<file path="src/rtl/gear_pkg.sv">
// Shared gearbox types and default timing for the shift monitor and the shifter controller.
// Defaults assume a 50 MHz clock.
package gear_pkg;

  typedef enum logic [2:0] {
    NEUTRAL = 3'd0,
    FIRST   = 3'd1,
    SECOND  = 3'd2,
    THIRD   = 3'd3,
    FOURTH  = 3'd4,
    FIFTH   = 3'd5,
    SIXTH   = 3'd6,
    BETWEEN = 3'd7
  } gear_e;

  typedef enum logic [1:0] {
    OK         = 2'd0,
    TIMEOUT    = 2'd1,
    WRONG_GEAR = 2'd2,
    BAD_CMD    = 2'd3
  } result_e;

  localparam int DEF_DEBOUNCE_CYCLES = 50000;    // 1 ms
  localparam int DEF_SHIFT_TIMEOUT   = 5000000;  // 100 ms
  localparam int DEF_NEUTRAL_TIMEOUT = 2500000;  // 50 ms

endpackage

</file>
<file path="src/rtl/gear_shift_if.sv">
// Shift command handshake and result status between the shifter controller and the monitor.
interface gear_shift_if;
  import gear_pkg::*;

  logic    cmd_valid;
  logic    cmd_ready;
  logic    cmd_dir;
  gear_e   cmd_target;
  logic    act_dir;    // direction of the shift being / last monitored
  logic    busy;
  logic    done;
  result_e result;

  modport master (output cmd_valid, cmd_dir, cmd_target,
                  input  cmd_ready, act_dir, busy, done, result);
  modport slave  (input  cmd_valid, cmd_dir, cmd_target,
                  output cmd_ready, act_dir, busy, done, result);
endinterface

</file>
<file path="src/rtl/gear_shift_monitor_gps_debounce.sv">
// Gear position sensor path: 2-FF synchroniser then a hold counter; the code must stay
// unchanged for DEBOUNCE_CYCLES before it is published as gear_stable.
module gps_debounce import gear_pkg::*; #(
  parameter int DEBOUNCE_CYCLES = DEF_DEBOUNCE_CYCLES
) (
  input  logic       clk,
  input  logic       rst_n,
  input  logic [2:0] gps_raw,
  output gear_e      gear_stable,
  output logic       gear_stable_valid
);

  localparam int                CNT_W    = (DEBOUNCE_CYCLES > 1) ? $clog2(DEBOUNCE_CYCLES) : 1;
  localparam logic [CNT_W-1:0]  CNT_LAST = CNT_W'(DEBOUNCE_CYCLES - 1);

  logic [2:0]       gpsMeta;
  logic [2:0]       gpsSync;
  logic [CNT_W-1:0] holdCnt;

  // NOTE: sequential state uses non-blocking assignments so every flop samples pre-edge values.
  always_ff @(posedge clk or negedge rst_n) begin
    if (!rst_n) begin
      gpsMeta           <= '0;
      gpsSync           <= '0;
      holdCnt           <= '0;
      gear_stable       <= NEUTRAL;
      gear_stable_valid <= 1'b0;
    end else begin
      gpsMeta <= gps_raw;
      gpsSync <= gpsMeta;
      // A mismatch between the two stages means gpsSync is about to change: restart the hold.
      if (gpsMeta != gpsSync) begin
        holdCnt <= '0;
      end else if (holdCnt == CNT_LAST) begin
        gear_stable       <= gear_e'(gpsSync);
        gear_stable_valid <= 1'b1;
      end else begin
        holdCnt <= holdCnt + CNT_W'(1);
      end
    end
  end

endmodule

</file>
<file path="src/rtl/gear_shift_monitor.sv">
// Closed-loop shift confirmation: accepts a command, watches the debounced gear code until it
// reaches the target, strays to another gear, or the window expires, then pulses done.
module gear_shift_monitor import gear_pkg::*; #(
  parameter int DEBOUNCE_CYCLES = DEF_DEBOUNCE_CYCLES,
  parameter int SHIFT_TIMEOUT   = DEF_SHIFT_TIMEOUT,
  parameter int NEUTRAL_TIMEOUT = DEF_NEUTRAL_TIMEOUT
) (
  input  logic         clk,
  input  logic         rst_n,
  gear_shift_if.slave  shiftIf,
  input  logic [2:0]   gps_raw,
  output gear_e        gear_stable,
  output logic         gear_stable_valid,
  output logic         fault,
  input  logic         fault_clr
);

  typedef enum logic [1:0] {IDLE, ACTIVE, REPORT} state_e;

  state_e      state,     stateNext;
  logic [31:0] timer,     timerNext;
  gear_e       target,    targetNext;
  gear_e       startGear, startNext;
  result_e     resultReg, resultNext;
  logic        actDir,    dirNext;
  logic        outOfReset;
  logic        accept;

  gps_debounce #(.DEBOUNCE_CYCLES(DEBOUNCE_CYCLES)) u_gps_debounce (
    .clk               (clk),
    .rst_n             (rst_n),
    .gps_raw           (gps_raw),
    .gear_stable       (gear_stable),
    .gear_stable_valid (gear_stable_valid)
  );

  assign shiftIf.cmd_ready = outOfReset && (state == IDLE);
  assign shiftIf.busy      = (state == ACTIVE);
  assign shiftIf.done      = (state == REPORT);
  assign shiftIf.result    = resultReg;
  assign shiftIf.act_dir   = actDir;
  assign accept            = shiftIf.cmd_valid && shiftIf.cmd_ready;

  always_ff @(posedge clk or negedge rst_n) begin
    if (!rst_n) begin
      state      <= IDLE;
      timer      <= '0;
      target     <= NEUTRAL;
      startGear  <= NEUTRAL;
      resultReg  <= OK;
      actDir     <= 1'b0;
      outOfReset <= 1'b0;
      fault      <= 1'b0;
    end else begin
      state      <= stateNext;
      timer      <= timerNext;
      target     <= targetNext;
      startGear  <= startNext;
      resultReg  <= resultNext;
      actDir     <= dirNext;
      outOfReset <= 1'b1;
      // Set takes priority over a simultaneous clear so a fresh fault is never lost.
      if (state == REPORT && resultReg != OK) fault <= 1'b1;
      else if (fault_clr)                     fault <= 1'b0;
    end
  end

  // NOTE: every output of this block gets a default first, so no path can infer a latch.
  always_comb begin
    stateNext  = state;
    timerNext  = timer;
    targetNext = target;
    startNext  = startGear;
    resultNext = resultReg;
    dirNext    = actDir;
    unique case (state)
      IDLE: begin
        if (accept) begin
          dirNext = shiftIf.cmd_dir;
          if (shiftIf.cmd_target == BETWEEN) begin
            resultNext = BAD_CMD;
            stateNext  = REPORT;
          end else begin
            targetNext = shiftIf.cmd_target;
            startNext  = gear_stable;
            timerNext  = (shiftIf.cmd_target == NEUTRAL) ? 32'(NEUTRAL_TIMEOUT)
                                                         : 32'(SHIFT_TIMEOUT);
            stateNext  = ACTIVE;
          end
        end
      end
      ACTIVE: begin
        // Arrival is checked before the timer so a last-cycle arrival still reports OK.
        if (gear_stable_valid && gear_stable == target) begin
          resultNext = OK;
          stateNext  = REPORT;
        end else if (gear_stable_valid && gear_stable != startGear && gear_stable != BETWEEN) begin
          resultNext = WRONG_GEAR;
          stateNext  = REPORT;
        end else if (timer == '0) begin
          resultNext = TIMEOUT;
          stateNext  = REPORT;
        end else begin
          timerNext = timer - 32'd1;
        end
      end
      REPORT:  stateNext = IDLE;
      default: stateNext = IDLE;
    endcase
  end

endmodule

</file>
<file path="src/flat_wrapper.sv">
// flat-port wrapper written by rule: the top's interface ports become plain ports
module gear_shift_monitor_flat import gear_pkg::*;
#(
  parameter int DEBOUNCE_CYCLES = DEF_DEBOUNCE_CYCLES,
  parameter int SHIFT_TIMEOUT   = DEF_SHIFT_TIMEOUT,
  parameter int NEUTRAL_TIMEOUT = DEF_NEUTRAL_TIMEOUT
)
  (clk, rst_n, gps_raw, gear_stable, gear_stable_valid, fault, fault_clr, shiftIf_cmd_valid, shiftIf_cmd_dir, shiftIf_cmd_target, shiftIf_cmd_ready, shiftIf_act_dir, shiftIf_busy, shiftIf_done, shiftIf_result);
  gear_shift_if shiftIf_i ();
  input  logic clk;
  input  logic rst_n;
  input  logic [2:0] gps_raw;
  output gear_e gear_stable;
  output logic gear_stable_valid;
  output logic fault;
  input  logic fault_clr;
  input wire logic [$bits(shiftIf_i.cmd_valid)-1:0] shiftIf_cmd_valid;
  input wire logic [$bits(shiftIf_i.cmd_dir)-1:0] shiftIf_cmd_dir;
  input wire logic [$bits(shiftIf_i.cmd_target)-1:0] shiftIf_cmd_target;
  output wire logic [$bits(shiftIf_i.cmd_ready)-1:0] shiftIf_cmd_ready;
  output wire logic [$bits(shiftIf_i.act_dir)-1:0] shiftIf_act_dir;
  output wire logic [$bits(shiftIf_i.busy)-1:0] shiftIf_busy;
  output wire logic [$bits(shiftIf_i.done)-1:0] shiftIf_done;
  output wire logic [$bits(shiftIf_i.result)-1:0] shiftIf_result;
  assign shiftIf_i.cmd_valid = shiftIf_cmd_valid;
  assign shiftIf_i.cmd_dir = shiftIf_cmd_dir;
  assign shiftIf_i.cmd_target = shiftIf_cmd_target;
  assign shiftIf_cmd_ready = shiftIf_i.cmd_ready;
  assign shiftIf_act_dir = shiftIf_i.act_dir;
  assign shiftIf_busy = shiftIf_i.busy;
  assign shiftIf_done = shiftIf_i.done;
  assign shiftIf_result = shiftIf_i.result;
  gear_shift_monitor #(.DEBOUNCE_CYCLES(DEBOUNCE_CYCLES), .SHIFT_TIMEOUT(SHIFT_TIMEOUT), .NEUTRAL_TIMEOUT(NEUTRAL_TIMEOUT)) u_core (.clk(clk), .rst_n(rst_n), .shiftIf(shiftIf_i), .gps_raw(gps_raw), .gear_stable(gear_stable), .gear_stable_valid(gear_stable_valid), .fault(fault), .fault_clr(fault_clr));
endmodule
</file>
<file path="config.mk">
export PLATFORM = sky130hd
export DESIGN_NAME = gear_shift_monitor_flat
export DESIGN_NICKNAME = d
export VERILOG_FILES = /design/src/rtl/gear_pkg.sv /design/src/rtl/gear_shift_if.sv /design/src/rtl/gear_shift_monitor_gps_debounce.sv /design/src/rtl/gear_shift_monitor.sv /design/src/flat_wrapper.sv
export SDC_FILE = /design/constraint.sdc
export NUM_CORES = 1
export LEC_CHECK = 0
export CAP_MARGIN = 30
export CORE_AREA = 5 5 90 92
export CTS_BUF_LIST = sky130_fd_sc_hd__clkbuf_8
export DETAILED_ROUTE_END_ITERATION = 7
export DIE_AREA = 0 0 95 97
export GPL_ROUTABILITY_DRIVEN = 1
export HOLD_SLACK_MARGIN = 0.08
export PLACE_DENSITY = 0.79
export SYNTH_ARGS = -nofsm -noshare
export SYNTH_HDL_FRONTEND = slang
export SYNTH_SLANG_ARGS = --single-unit
</file>
<file path="constraint.sdc">
create_clock -name clk -period 6.8 [get_ports clk]
set_clock_uncertainty 0.1 [all_clocks]
set_input_delay 1.02 -clock clk [delete_from_list [all_inputs] [get_ports clk]]
set_output_delay 1.02 -clock clk [all_outputs]
set_load 0.01 [all_outputs]
</file>
==> results of run 1 <==
power by group:
part,leakage (nW),internal [mW],total [mW],switching [mW]
sequential,0.910,0.486,0.552,0.0659
clock,0.0993,0.181,0.344,0.163
combinational,0.705,0.139,0.333,0.194
total,1.71,0.806,1.23,0.423
sequential cells by signal, summed over array words and instances (netlist names), 2 cells and up:
signal and flops:
u_core.u_gps_debounce.gear_stable 3, u_core.shiftIf.result 2, u_core.u_gps_debounce.gpsMeta 3, u_core.timer 32
u_core.u_gps_debounce.holdCnt 16, u_core.u_gps_debounce.gpsSync 3, u_core.target 3, u_core.state 2
u_core.startGear 3
through the flow:
stage          setup WS [ns]  area (um2)  hold WS (ns)  std cells
2_1_floorplan           4.28        3510         0.273        353
3_3_place_gp            3.50        3810         0.277        466
3_5_place_dp            3.41        3810         0.285        466
4_1_cts                 3.68        4010         0.304        482
5_1_grt                 3.55        4010         0.314        482
6_report                3.67        4010         0.300        482
synthesized netlist by cell type (4+ instances only):
cell,count
and3_1,4
a221o_1,4
mux2i_1,4
nand2_1,48
nand4_1,12
nor4_1,8
xnor2_1,12
inv_1,7
nor2_1,34
nand3_1,14
o21ai_0,17
xor2_1,14
mux2_2,5
dfrtp_1,71
nor3_1,10
clkbuf_1,5
or3_1,11
or4_1,5
a21oi_1,11
cell families after synthesis:
family | share of synthesized area
AND/OR/NAND/NOR | 0.249
other | 0.00107
buffers and inverters | 0.0199
adder cells (fa/ha/maj) | 0.00712
AO/OA/AOI/OAI | 0.125
XOR/XNOR | 0.0648
multiplexers | 0.0274
flip-flops | 0.506
layout make-up:
class	instances	area [um2]	area share
tap	99	124	0.0309
clock inverter	6	67.6	0.0168
timing repair buffer	22	213	0.0530
multi-input combinational	266	1670	0.415
inverter	8	30.0	0.00748
sequential	71	1780	0.443
clock buffer	10	138	0.0343
worst paths after layout:
| kind | cells past startpoint | to | from |
|---|---|---|---|
| worst max-delay path | 3 | shiftIf_busy | u_core.state[1] |
| worst min-delay path | 0 | u_core.u_gps_debounce.gpsSync[2] | u_core.u_gps_debounce.gpsMeta[2] |
| worst max register to register | 6 | u_core.timer[26] | u_core.timer[8] |
| worst min register to register | 0 | u_core.u_gps_debounce.gpsSync[2] | u_core.u_gps_debounce.gpsMeta[2] |
| max in group asynchronous | 2 | u_core.u_gps_debounce.gpsSync[0] | rst_n |
| min in group asynchronous | 2 | u_core.timer[8] | rst_n |
metal layers:
layer	part of all wire	global-route usage
met1	0.49	0.267
met2	0.45	0.260
met3	0.049	0.0434
met4	0.018	0.0777
met5	0	0
==> reports/results.tsv, run 1 <==
metric	value	unit
asr flop ratio synth	1.00	
antenna violations before repair	0	
routed wire length	7650	um
Avg Cell Area, Syn	9.95	um2
Hold Crit Class	flop to flop	
# setup viols final	0	
ANT nets after route	0	
Die Width	95	um
RSZ-0062 raised after global routing	no	
CP max FO	8	
Post-synth EDFFs	0	
register area share after synthesis	0.506	
Core ar.	7140	um2
final hold vios	0	
FMAX	319	MHz
most frequent cells in the layout	dfrtp_1 (71), nand2_1 (48), nor2_1 (34)	
Critical Path, Cell by Cell	nand2b_1, clkinv_1, clkdlybuf4s50_1	
overall power	1.23	mW
# rows	31	
clk_lat worst skew	0.35	ns
dominant cells by area after synthesis	dfrtp_1 (51%), nand2_1 (5.1%), nor2_1 (3.6%)	
CTS buffer count	9	
DR vias	2800	
post-synthesis net count	366	
Sink Count	71	
Die Span Y	97	um
crit path launch type	flop	
Bufs and invs on worst path	2	
drt wl/cell	15.9	um
first-pass GRT wire length	13400	um
power per cell area	306	nW/um2
total track usage	0.183	
vias per cell	5.81	
diode count	0	
crit path kind	flop to primary output	
share of cells above drive strength 1	0.102	
grt total ovfl	0	
Worst setup EP type	primary output	
1st-iter DRT viols	324	
CTS tree	yes	
drt pass-1 iters	4	
Synth-to-Final Area Change	14.3	%
io pins	22	
die area	9220	um2
Worst Max-Slew Pin Slew	0.895	ns
Mapped Area	3510	um2
Crit-path slowest cell	clkdlybuf4s50_1	
Crit path largest cell delay	0.58	ns
Cells after Synth	353	
utilization after layout	0.562	
Port Buffers	21	
Starting Density	0.492	
WP data required	5.68	ns
# fillers	630	
leading area contributor after synthesis	dfrtp_1	
Synthesis Warnings	0	
max cap viols	0	
ys flop type	dfrtp_1	
Largest delay share family, worst path	buffers and inverters	
CP arrival	2.01	ns
clock transition at the registers of the reported paths	0.08	ns
setup tns final	0	ns
Tcrit/Tclk final	0.461	
Static Leak	1.71	nW
CTS max path bufs	2	
Slew headroom	0.402	
# H-tree levels	3	
root buffer cell	clkbuf_8	
cts repair resizes	0	
hold_buf cts	0	
# DRC	0	
pin count of the biggest net entering global routing	72	
post-DP HPWL	5410	um
crit path time final	3.13	ns
R2R Setup Slk	3.79	ns
RePlAce Congestion	0.894	
nets	391	
Post-CTS Setup Bufs	0	
area share of the largest cell type after synthesis	0.506	
status	completed	
post-synthesis cell type count	59	
peak supply drop	0.275	mV
vias in the first global route	2799	
pins over their slew limit	0	
Seq cells post-synth	71	
commonest non-fill, non-tap cell in the layout	dfrtp_1	
Note: power is estimated with default switching activity, not from simulation.
==> run 2, diff against run 1 <==
==> constraint.sdc (replaced) <==
create_clock -name clk -period 3.26 [get_ports clk]
set_clock_uncertainty 0.1 [all_clocks]
set_input_delay 0.489 -clock clk [delete_from_list [all_inputs] [get_ports clk]]
set_output_delay 0.489 -clock clk [all_outputs]
set_load 0.01 [all_outputs]
==> run 2 against run 1 <==
Compared with the run above: die area is the same; utilization grew 0.81 points; register-to-register slack lost 3.4 ns; sequential share of layout area shrank 0.63 points; global-route usage shrank 0.62 points; clock-buffer cell count shrank 1; design area grew 1.4%; clock power grew 150%; critical endpoint is now u_core.timer[11]; power grew 120%; first-iteration DRC count shrank 38%; combinational power grew 110%; sequential power grew 110%.
==> reports/results.tsv, run 2 (synthesized netlist as in run 1, its figures left out) <==
metric	value	unit	change
post-DP HPWL	5450	um	+0.71%
Static Leak	1.75	nW	+1.9%
WP data required	3.40	ns	-2.28 ns
CTS max path bufs	2		unchanged
crit path kind	flop to flop		
Highest Signal Layer	met4		
setup tns final	0	ns	unchanged
Crit-path slowest cell	or4_1		
total track usage	0.177		-0.00624
drt pass-1 iters	5		+1
Reg-to-Reg End	u_core.timer[11]		
crit path launch type	flop		
grt total ovfl	0		unchanged
max FFs per register	32		unchanged
drt wl/cell	15.9	um	about the same
nets	392		+0.26%
clock transition at the registers of the reported paths	0.08	ns	about the same
Tcrit/Tclk final	0.882		
routed wire length	7660	um	+0.13%
Worst Max-Slew Pin Slew	0.791	ns	-0.103 ns
Die Span Y	97	um	unchanged
Layout Cells excl Fill	483		+0.21%
die area	9220	um2	unchanged
Hold Crit Class	input pin to async pin		
Critical Path, Cell by Cell	or4_1, nor4_2, nand4_1, a21oi_4, inv_1, o21a_1, o211a_1		
power per cell area	663	nW/um2	+120%
diode count	0		unchanged
CTS tree	yes		
pins over their slew limit	0		unchanged
Largest regs	u_core.timer: 32 flops, u_core.u_gps_debounce.holdCnt: 16 flops		
# rows	31		unchanged
FMAX	348	MHz	
Slew headroom	0.472		+0.0709
RSZ-0062 raised after global routing	no		
Critical Path Start	u_core.timer[20]		
CTS buffer count	9		unchanged
Bufs and invs on worst path	1		-1
Worst setup EP type	flop		
overall power	2.70	mW	+120%
CP max FO	8		unchanged
# H-tree levels	3		unchanged
commonest non-fill, non-tap cell in the layout	dfrtp_1		
crit path time final	2.88	ns	
cts repair resizes	0		unchanged
Die Width	95	um	unchanged
hold_buf cts	0		unchanged
Port Buffers	21		unchanged
root buffer cell	clkbuf_8		
final hold vios	0		unchanged
Synth-to-Final Area Change	15.9	%	
Post-CTS Setup Bufs	0		unchanged
1st-iter DRT viols	202		-38%
Core ar.	7140	um2	unchanged
Starting Density	0.492		unchanged
worst r2r src	u_core.timer[20]		
# setup viols final	0		unchanged
first-pass GRT wire length	13300	um	-0.77%
Worst Reg-to-Reg Cells	7		+1
peak supply drop	0.376	mV	+37%
antenna violations before repair	0		unchanged
routed wl met3	409	um	+9.1%
ANT nets after route	0		unchanged
pin count of the biggest net entering global routing	39		-46%
# DRC	0		unchanged
R2R Setup Slk	0.38	ns	-3.41 ns
Largest delay share family, worst path	simple AND/OR/NAND/NOR gates		
met1 WL	3520	um	-5.2%
io pins	22		unchanged
most frequent cells in the layout	dfrtp_1 (71), nand2_1 (48), nor2_1 (34)		
status	completed		
Most flops, register	u_core.timer		
CP arrival	3.01	ns	+1.00 ns
DR vias	2874		+2.6%
max cap viols	0		unchanged
vias in the first global route	2854		+2.0%
vias per cell	5.95		+2.4%
Crit path largest cell delay	0.65	ns	+0.07 ns
clk_lat worst skew	0.34	ns	about the same
RePlAce Congestion	0.888		-0.65%
share of cells above drive strength 1	0.102		-0.000265
met2 routed wirelength	3610	um	+5.7%
Sink Count	71		unchanged
dpl cells	467		+0.21%
## run 2: changes by cell type in the layout (fill, tap and decap cells not counted), sizes merged
cell / before / now
buf: 2 / 3
clkinv: 2 / 1
clkbuf: 10 / 9
bufinv: 1 / 3
inv: 9 / 10
clkinvlp: 2 / 1
## run 2: worst reg2reg max path: stages, from the launching register on
cell and delay (ns):
dfrtp_1 0.41, or4_1 0.65, nor4_2 0.35, nand4_1 0.35
a21oi_4 0.38, inv_1 0.21, o21a_1 0.14, o211a_1 0.19
## run 2: power breakdown
group / switching, mW / internal, mW
Sequential: 0.133 / 1.01
Combinational: 0.408 / 0.293
Clock: 0.341 / 0.511
## run 2: layer usage
layer	vias up	global-route usage
met3	14	0.0318
met2	90	0.276
met1	1431	0.247
li1	1339	-
met4	0	0.0610
met5	-	0
## run 2: worst max-delay path by stage
| stage | to | slack, ns | cells past startpoint |
|---|---|---|---|
| 5_1_grt | u_core.shiftIf.result[1] | 0.20 | 6 |
| 4_1_cts | u_core.timer[11] | 0.41 | 7 |
| 3_3_place_gp | u_core.timer[6] | 0.45 | 6 |
| 6_report | u_core.timer[11] | 0.38 | 7 |
| 3_5_place_dp | u_core.shiftIf.result[1] | 0.41 | 6 |
| 2_1_floorplan | u_core.timer[29] | 0.80 | 6 |
## run 2: metrics by stage
| stage | hold WS (ns) | worst slack (ns) | instance area [um2] | util |
|---|---|---|---|---|
| 3_3_place_gp | 0.278 | 0.454 | 3830 | 0.536 |
| 2_1_floorplan | 0.0934 | 0.798 | 3510 | - |
| 4_1_cts | 0.155 | 0.412 | 4070 | 0.570 |
| 5_1_grt | 0.186 | 0.200 | 4070 | 0.570 |
| 3_5_place_dp | 0.285 | 0.412 | 3830 | 0.536 |
| 6_report | 0.122 | 0.384 | 4070 | 0.570 |
## run 2: cell type report
| class | count | area, um2 |
|---|---|---|
| Fill cell | 630 | 3070 |
| Sequential cell | 71 | 1780 |
| Multi-Input combinational cell | 266 | 1670 |
| Timing Repair Buffer | 23 | 233 |
| Clock buffer | 9 | 124 |
| Tap cell | 99 | 124 |
| Clock inverter | 7 | 119 |
| Inverter | 8 | 30.0 |
==> patch 1: new RTL, config.mk and constraints of run 2 <==
Change the package constant `DEF_DEBOUNCE_CYCLES` from 50000 to 200000.
--- a/src/rtl/gear_pkg.sv
+++ b/src/rtl/gear_pkg.sv
@@ -22,3 +22,3 @@
 
-  localparam int DEF_DEBOUNCE_CYCLES = 50000;    // 1 ms
+  localparam int DEF_DEBOUNCE_CYCLES = 200000;    // 1 ms
   localparam int DEF_SHIFT_TIMEOUT   = 5000000;  // 100 ms
Behaviour: same outputs for any inputs over 10 cycles, from zero or initial values and one cycle with rst_n low; that may be too few to reach the edited logic, so the function may still have changed.
==> patch 1 against run 2 <==
Non-clock buffer count increased by 6. Wire length rose by 1.8%. Global-route usage grew 0.35 points. Sequential cell count grew 2. Worst setup slack got worse by 0.14 ns. Cell area rose by 2.8%. Largest cell class unchanged. Highest routed layer unchanged. Synthesized area grew 5.0%. Power shrank 3.0%.
==> patch 1: results (changes against run 2) <==
The tightest hold margin is 0.114 ns (-0.00715 ns). The worst IR drop on VDD came to 329 uV (-12%). The pin count of the biggest net entering global routing was 40 (+2.6%). The transition at the pin with the smallest max-transition slack is 0.817 ns (+0.0256 ns). The largest registers in the layout are u_core.timer: 32 flops, u_core.u_gps_debounce.holdCnt: 18 flops.

The global-route track usage on met1 is 25.1% (+0.36 points). The net count after synthesis came out at 379 (+3.6%). The first-pass GRT wire length came to 13.4 mm (+0.52%). Ranked by instance count, the synthesized netlist is headed by sky130_fd_sc_hd__dfrtp_1, sky130_fd_sc_hd__nor2_1, sky130_fd_sc_hd__nand2_1. The setup slack on the worst flop-to-flop path was 0.24 ns (-0.14 ns).

The proportion of layout cells with a drive suffix above 1 is 11.0% (+0.84 points). The via count of the first global-routing pass is 2792 (-2.2%). The delay of the slowest cell on the worst path is 0.59 ns (-0.06 ns). The area of placed instances came out at 4020 sq um (+5.1%). The portion of the post-synthesis area used by sequential elements came out at 49.5% (-1.0 points). The launching point of the worst reg2reg path is u_core.timer[22]. The post-layout instance count excluding filler cells came out at 499 (+3.3%).

The leakage power summed over all cells came out at 1.85 nW (+6.2%). The HPWL reported at the end of detailed placement is 5.51 mm (+1.1%). The layout net count came out at 409 (+4.3%). The run finished with clean final reports. The total instance count after detailed placement came out at 484 (+3.6%). Sorting the synthesized cells by area gives the leading types as sky130_fd_sc_hd__dfrtp_1, sky130_fd_sc_hd__xnor2_1, sky130_fd_sc_hd__nor2_1. The via count is 2898 (+0.84%).

The placement-stage worst setup slack came to 0.301 ns (-0.111 ns). The met3 track demand over resource in global routing came out at 4.65% (+1.5 points). For this design, the slowest cell found on the critical path is sky130_fd_sc_hd__or4_4.
==> patch 1: cell types whose count changed after synthesis, sizes merged, moves of 7 or more <==
cell   delta
o21ai     -9
and3      +7
nand4     -7
a31oi     +7
nand2    -11
xnor2     +7
a21oi     -8
==> patch 1: how the worst max path moves through the flow <==
| stage | end | slack, ns | cells after the start |
|---|---|---|---|
| after floorplan | u_core.timer[11] | 0.64 | 7 |
| after global placement | u_core.timer[21] | 0.41 | 7 |
| after detailed placement | u_core.timer[22] | 0.30 | 7 |
| after CTS | u_core.timer[22] | 0.27 | 7 |
| after global routing | u_core.timer[21] | 0.14 | 7 |
| final | u_core.timer[22] | 0.24 | 7 |
==> patch 1: cell families (layout without fill, tap and decap cells) <==
kind of cell	after synthesis	in the layout	synth area share (%)
other cells	1	1	0.102
xor+xnor	31	31	7.36
simple gates	182	182	26.6
mux	14	14	3.94
fa+ha+maj	2	2	0.679
buf+inv	16	50	2.37
compound gates	47	47	9.37
flops	73	73	49.5
==> patch 1: report_power, final <==
part / internal [mW] / switching (mW)
clock network: 0.267 / 0.338
logic: 0.348 / 0.429
registers: 1.06 / 0.173
total: 1.68 / 0.940
==> patch 1: final cells by class <==
| type | instances | area, sq um |
|---|---|---|
| multi-input cells | 277 | 1770 |
| flip-flops and latches | 73 | 1830 |
| well taps | 99 | 124 |
| clock buffers | 9 | 124 |
| repair buffers | 29 | 278 |
| clock inverters | 6 | 36.3 |
| fillers | 633 | 2950 |
| inverters | 6 | 22.5 |
==> patch 1: per-layer routing <==
layer / vias to the layer above / share of wire, %
met2: 91 / 48
met5: - / 0
met4: 0 / 1.4
met3: 8 / 5.1
li1: 1381 / -
met1: 1418 / 46
==> patch 2: new RTL, settings of run 2 <==
Made on the original files. Put one more register stage on the output `fault`, cleared by the reset. The value now appears one clock later. The other outputs are not delayed to match.
--- a/src/rtl/gear_shift_monitor.sv
+++ b/src/rtl/gear_shift_monitor.sv
@@ -18,2 +18,4 @@
   typedef enum logic [1:0] {IDLE, ACTIVE, REPORT} state_e;
+
+  logic fault_s0;
 
@@ -52,3 +54,3 @@
       outOfReset <= 1'b0;
-      fault      <= 1'b0;
+      fault_s0   <= 1'b0;
     end else begin
@@ -62,4 +64,4 @@
       // Set takes priority over a simultaneous clear so a fresh fault is never lost.
-      if (state == REPORT && resultReg != OK) fault <= 1'b1;
-      else if (fault_clr)                     fault <= 1'b0;
+      if (state == REPORT && resultReg != OK) fault_s0 <= 1'b1;
+      else if (fault_clr)                     fault_s0 <= 1'b0;
     end
@@ -111,2 +113,10 @@
 
+  always_ff @(posedge clk or negedge rst_n) begin
+    if (!rst_n) begin
+      fault <= '0;
+    end else begin
+      fault <= fault_s0;
+    end
+  end
+
 endmodule
Behaviour: not the same (Yosys sat finds a counterexample within 4 cycles, from zero or initial values and one cycle with rst_n low).
==> patch 2 against run 2 <==
Sequential cell count rose by 1. Critical path type unchanged. Non-clock buffer count is 6 higher. Critical endpoint is now u_core.timer[5]. Maximum frequency shrank 2.4%. Worst setup slack lost 0.071 ns. Cell area up 2.4%. Power is 7.7% higher. Wire length is 1.8% higher. Synthesized area up 3.6%. Critical path depth is the same. Largest power group unchanged.
==> patch 2: results (changes against run 2) <==
The multi-input gate area in the final layout is 1720 sq um (+3.3%). The detail-routed net length per standard cell was 15.4 microns (-2.6%). The run finished with clean final reports.

The fraction of cell area in non-clock buffers came out at 6.42% (+0.71 points). The proportion of layout cells with a drive suffix above 1 is 9.85% (-0.30 points). The transition at the pin with the smallest max-transition slack is 0.618 ns (-0.174 ns). The net load switching power is 1.02 mW (+16%).

The worst IR drop on VDD came to 339 uV (-10%). The hold buffer count at cts came out at 1 (+1). The portion of the post-synthesis area used by sequential elements is 49.5% (-1.1 points). The cell area after technology mapping came out at 3640 sq um (+3.6%).

The top fanout value on the critical path came out at 13 (+5). The number of multi-input combinational cells came to 278 (+4.5%). The worst endpoint data arrival time is 3.11 ns (+0.10 ns).

The overall power after layout came to 2.91 mW (+7.7%). The net count after synthesis is 388 (+6.0%). The count of filler cells inserted in the layout is 629 (-0.16%). The proportion of cell area occupied by registers is 43.2% (-0.42 points). The tightest hold margin is 0.279 ns (+0.158 ns). The setup slack on the worst flop-to-flop path came to 0.31 ns (-0.07 ns).

The clock buffer and inverter area fraction after layout came out at 5.13% (-0.83 points). The via count of the first global-routing pass came out at 2881 (+0.95%). The first-pass GRT wire length is 13.3 mm (-0.32%). The HPWL reported at the end of detailed placement is 5.50 mm (+0.87%).

The synthesis-stage register bit count came to 72 (+1.4%).
## patch 2: worst max-delay path, cell delays in order (launching register included)
cell and delay (ns):
sky130_fd_sc_hd__dfrtp_1 0.43, sky130_fd_sc_hd__or4_1 0.63, sky130_fd_sc_hd__or4_1 0.59, sky130_fd_sc_hd__o31a_4 0.41, sky130_fd_sc_hd__a21oi_4 0.28, sky130_fd_sc_hd__buf_4 0.24
sky130_fd_sc_hd__o21ai_0 0.11, sky130_fd_sc_hd__o21ai_0 0.08
## patch 2: per-layer routing
| metal | track usage [%] | vias up | part of all wire (%) |
|---|---|---|---|
| met5 | 0 | - | 0 |
| met4 | 9.54 | 0 | 2.2 |
| met1 | 22.9 | 1453 | 43 |
| met3 | 3.41 | 13 | 4.8 |
| li1 | - | 1406 | - |
| met2 | 29.1 | 88 | 50 |
